**config.mk**
```make
export PLATFORM = sky130hd
export DESIGN_NAME = int_flag_sequencer
export DESIGN_NICKNAME = d
export VERILOG_FILES = /design/src/rtl/int_flag_sequencer.sv
export SDC_FILE = /design/constraint.sdc
export NUM_CORES = 1
export LEC_CHECK = 0
export CORE_ASPECT_RATIO = 1.75
export CORE_MARGIN = 1.5
export CORE_UTILIZATION = 25
export DETAILED_ROUTE_END_ITERATION = 8
export PLACE_DENSITY_LB_ADDON = 0.2
export SYNTH_ARGS = -nofsm -noshare
export SYNTH_HDL_FRONTEND = slang
export SYNTH_SLANG_ARGS = --single-unit
```
**constraint.sdc**
```tcl
create_clock -name clk -period 1.9 [get_ports clk]
set_input_delay 0.285 -clock clk [delete_from_list [all_inputs] [get_ports clk]]
set_output_delay 0.285 -clock clk [all_outputs]
set_load 0.01 [all_outputs]
```
**src/rtl/int_flag_sequencer.sv**
```systemverilog
// Interrupt sequencer for the RAT CPU.
// Synchronizes the external interrupt line and keeps the interrupt-enable (I) flag.
// It takes a pending interrupt at an instruction boundary: it saves the C/Z shadow
// flags, requests the vector, tracks the ISR, and restores the shadow flags on RETIE.
//
// Ports:
//   clk, rst_n      system clock, asynchronous active-low reset
//   intr            asynchronous external interrupt request (rising-edge sensitive)
//   instr_done      instruction-boundary pulse from the control unit
//   sei, cli        set / clear the I flag (honoured only in idle)
//   retie           RETIE executed (honoured only while in the ISR)
//   ack             control unit has pushed PC and loaded pc_vec
//   int_req         push-PC / load-vector request
//   pc_vec          constant ISR address
//   flg_shad_ld     load the C/Z shadow registers from the live flags
//   flg_ld_sel      flag input mux select, 1 = shadow values
//   flg_restore_ld  flag load strobe for the restore
//   i_flag, pend, in_isr  status outputs
//   drop_cnt        saturating count of edges lost while an interrupt was pending
module int_flag_sequencer #(
  parameter int unsigned SYNC_STAGES = 2,
  parameter logic [9:0]  VECTOR      = 10'h3FF
) (
  input  logic       clk,
  input  logic       rst_n,
  input  logic       intr,
  input  logic       instr_done,
  input  logic       sei,
  input  logic       cli,
  input  logic       retie,
  input  logic       ack,
  output logic       int_req,
  output logic [9:0] pc_vec,
  output logic       flg_shad_ld,
  output logic       flg_ld_sel,
  output logic       flg_restore_ld,
  output logic       i_flag,
  output logic       pend,
  output logic       in_isr,
  output logic [7:0] drop_cnt
);

  typedef enum logic [2:0] {StIdle, StSave, StVector, StIsr, StRestore} state_e;

  state_e                 state_q, state_d;
  logic [SYNC_STAGES-1:0] sync_q;
  logic                   prev_q;
  logic                   pend_q, pend_d;
  logic                   i_flag_q, i_flag_d;
  logic [7:0]             drop_q, drop_d;
  logic                   intr_edge;
  logic                   take_int;

  assign intr_edge = sync_q[SYNC_STAGES-1] & ~prev_q;
  assign take_int  = (state_q == StIdle) & pend_q & i_flag_q & instr_done;

  always_comb begin
    state_d  = state_q;
    pend_d   = pend_q;
    i_flag_d = i_flag_q;
    drop_d   = drop_q;

    unique case (state_q)
      StIdle: begin
        if (take_int) begin
          state_d  = StSave;
          i_flag_d = 1'b0;
        end else if (cli) begin
          i_flag_d = 1'b0;
        end else if (sei) begin
          i_flag_d = 1'b1;
        end
      end
      StSave:    state_d = StVector;
      StVector:  if (ack) state_d = StIsr;
      StIsr:     if (retie) state_d = StRestore;
      StRestore: begin
        state_d  = StIdle;
        i_flag_d = 1'b1;
      end
      default:   state_d = StIdle;
    endcase

    // A new edge in the same cycle as the clear keeps the interrupt pending.
    if (intr_edge) begin
      pend_d = 1'b1;
    end else if (take_int) begin
      pend_d = 1'b0;
    end

    if (intr_edge && pend_q && (drop_q != 8'd255)) begin
      drop_d = drop_q + 8'd1;
    end
  end

  always_ff @(posedge clk or negedge rst_n) begin
    if (!rst_n) begin
      state_q  <= StIdle;
      sync_q   <= '0;
      prev_q   <= 1'b0;
      pend_q   <= 1'b0;
      i_flag_q <= 1'b0;
      drop_q   <= 8'd0;
    end else begin
      state_q  <= state_d;
      sync_q   <= {sync_q[SYNC_STAGES-2:0], intr};
      prev_q   <= sync_q[SYNC_STAGES-1];
      pend_q   <= pend_d;
      i_flag_q <= i_flag_d;
      drop_q   <= drop_d;
    end
  end

  // Outputs decode registered state only.
  assign int_req        = (state_q == StVector);
  assign flg_shad_ld    = (state_q == StSave);
  assign flg_ld_sel     = (state_q == StRestore);
  assign flg_restore_ld = (state_q == StRestore);
  assign in_isr         = (state_q == StIsr);
  assign pc_vec         = VECTOR;
  assign i_flag         = i_flag_q;
  assign pend           = pend_q;
  assign drop_cnt       = drop_q;

endmodule

```
==> flow_metrics.tcl <==
set metrics [dict create \
    synth_top_flop_cell "dfrtp_1" \
    cts_made_buffers 3 \
    die_h_um 79.3 \
    clk_pin_slew_ns 0.06 \
    final_antenna_net_count 0 \
    finalClockSkew_ns 0.000809 \
    die_x_um 46.6 \
    status "completed" \
    io_pins 33 \
    ys_async_sr_fraction_pct 100 \
    drc 0 \
    ys_seq_area_share_pct 48.1 \
    drtIter0Drc 8 \
    synth-edff-count 0 \
    vias_per_cell 4.59 \
    crit_type "reg -> out" \
    syn_avg_cell_area_um2 10.7 \
    ys_ff_latch 16 \
    avgRoutedWirePerCell_um 11.9 \
    rsz0062_at_grt "false" \
    cts_tree "yes" \
    final.min_clock_period_ns 1.81 \
    start_util_pct 26.2 \
    r2r_slack_ns 0.37 \
    diodes 0 \
    synth_area_um2 832 \
    cts.sinks 16 \
    slowest_stage "clkdlybuf4s50_1" \
    start_kind "flip-flop" \
    critical_path.startpoint "state_q[1]" \
    finalCritPeriodShare_pct 95.5 \
    grt_start_max_net_pins 17 \
    netlist-cell-type-count 34 \
    row_count 27 \
    clock_latency_ns 0.25 \
    max_stage_delay_ns 0.53 \
    grt_pass1_wl_um 2890 \
    dieArea_um2 3700 \
    synth_top_family_by_area "simple AND/OR/NAND/NOR gates" \
    area_delta_synth_final_pct 36.5 \
    crit_fanout 8 \
    finalHoldViolations 0 \
    placed_area_um2 1070 \
    cts_hold_buf 0 \
    grt_pass1_vias 662 \
    final_nets 113 \
    r2r_cells 4 \
    first_pass_iters 4 \
    yosysTopAreaCell "dfrtp_1" \
    hp-class "in -> async" \
    endpoint_kind "output pin" \
    synth.area.mux_share_pct 4.06 \
    synthCells 78 \
    peakVddDrop_mv 0.708 \
    drive_gt1_share_pct 13.6 \
    gp_congestion 0.695 \
    finalInstanceArea_um2 1140 \
    finalSetupViolations 0 \
    leakagePower_nw 0.473 \
    yosys.area_share.simple_pct 19.1 \
    synthXorXnorAreaFrac_pct 2.11 \
    grt_usage_pct 10.3 \
    yosysWarnings 0 \
    wirelength_um 1740 \
    fmax_mhz 551 \
    slew_viol_final 0 \
    maxCapViolCount 0 \
    fin_setup_tns_ns 0 \
    core_area_um2 3180 \
    cp.arrival_ns 1.53 \
    p_per_area_nw_per_um2 1320 \
    yosysTopAreaCellShare_pct 48.1 \
    synthAdderAreaFrac_pct 1.50 \
    antenna_found_initial 0 \
    reg2reg_from "drop_cnt[0]" \
    grt_overflow 0 \
    ctsHtreeMaxLevel 1 \
    synth.area.top_cells "dfrtp_1, buf_4, mux2_1, nor3_1, nand2_1" \
    synth_compound_area_share_pct 13.8 \
    port-buffer-count 22 \
    num_vias 670 \
    dp_hpwl_um 1310 \
    path_cells "nor2_4 > and2_1 > clkdlybuf4s50_1" \
    cts_buffer_depth 2 \
    cts_root_buf "clkbuf_8" \
    worstPathRequired_ns 1.62 \
]
report_power, final:
| part | leakage, nW | switching (mW) | internal, mW |
|---|---|---|---|
| Sequential | 0.194 | 0.184 | 0.450 |
| Clock | 0.0288 | 0.117 | 0.184 |
| Combinational | 0.251 | 0.230 | 0.340 |
final timing paths:
path                                to
max                         flg_ld_sel
min                        drop_cnt[3]
max reg2reg                drop_cnt[6]
min reg2reg                  sync_q[1]
max in group asynchronous   state_q[1]
min in group clk             sync_q[1]
cell usage after synthesis (2+ instances only):
cell / n
buf_4: 11
and2_1: 2
nand2_1: 5
mux2_1: 2
nand4_1: 3
o211ai_1: 2
and3b_1: 2
a31oi_1: 2
nor3b_1: 2
nand3_1: 2
nor3_1: 4
xnor2_1: 2
dfrtp_1: 16
o21a_1: 2
nor2_1: 2
cell families (layout without fill, tap and decap cells):
| logic type | count (synthesis) | after routing |
|---|---|---|
| xor+xnor | 2 | 2 |
| flops | 16 | 16 |
| simple gates | 27 | 27 |
| other cells | 1 | 10 |
| mux | 3 | 3 |
| fa+ha+maj | 1 | 1 |
| buf+inv | 13 | 29 |
| compound gates | 15 | 15 |
sequential cells by signal (all words and copies together), names as in the netlist:
name / cells
pend: 1
sync_q: 2
prev_q: 1
drop_cnt: 8
i_flag: 1
state_q: 3
metrics by stage:
step / utilization, % / std cells / setup WS [ns] / power, mW / hold WS, ns
after CTS: 35.5 / 146 / 0.0269 / 1.52 / 0.352
after global placement: 33.6 / 142 / 0.282 / 1.19 / 0.340
after global routing: 35.8 / 146 / 0.00271 / 1.62 / 0.362
after detailed placement: 33.6 / 142 / 0.261 / 1.19 / 0.338
final: 35.8 / 146 / 0.0853 / 1.50 / 0.350
after floorplan: - / 87 / 0.420 / 0.900 / -0.0106
routing by layer:
metal	vias up	part of all wire (%)	global-route usage, %
met3	2	4.6	1.82
met5	-	0	0
met4	0	0.34	4.17
li1	318	-	-
met1	326	42	13.0
met2	24	53	16.8
layout make-up:
class / count / area [µm²]
Fill cell: 353 / 2040
Sequential cell: 16 / 403
Multi-Input combinational cell: 58 / 383
Timing Repair Buffer: 24 / 238
Clock buffer: 4 / 55.1
Tap cell: 43 / 53.8
Inverter: 1 / 3.75
cells in the final DEF (no fill, tap or decap), types with 2 or more instances in the layout:
cell type / Yosys / layout
nor3b_1: 2 / 2
dfrtp_1: 16 / 14
and2_1: 2 / 2
dfrtp_2: 0 / 2
o211ai_1: 2 / 2
and3b_1: 2 / 2
a31oi_1: 2 / 2
clkdlybuf4s50_1: 0 / 21
conb_1: 1 / 10
buf_4: 11 / 2
o21a_1: 2 / 2
nor3_1: 4 / 4
mux2_1: 2 / 2
nand4_1: 3 / 3
clkbuf_8: 0 / 4
nand3_1: 2 / 2
xnor2_1: 2 / 2
nand2_1: 5 / 5
what timing repair did:
action,CTS,global route
resized for setup,1,4
setup endpoints to repair,2,4
setup buffers,0,0
worst max-delay path, delay by kind of cell, from the launching register on:
family	cells	cell delay, ns
buffers and inverters	1	0.53
DFF	1	0.46
and+or+nand+nor	2	0.29
Note: power is estimated with default switching activity, not from simulation.
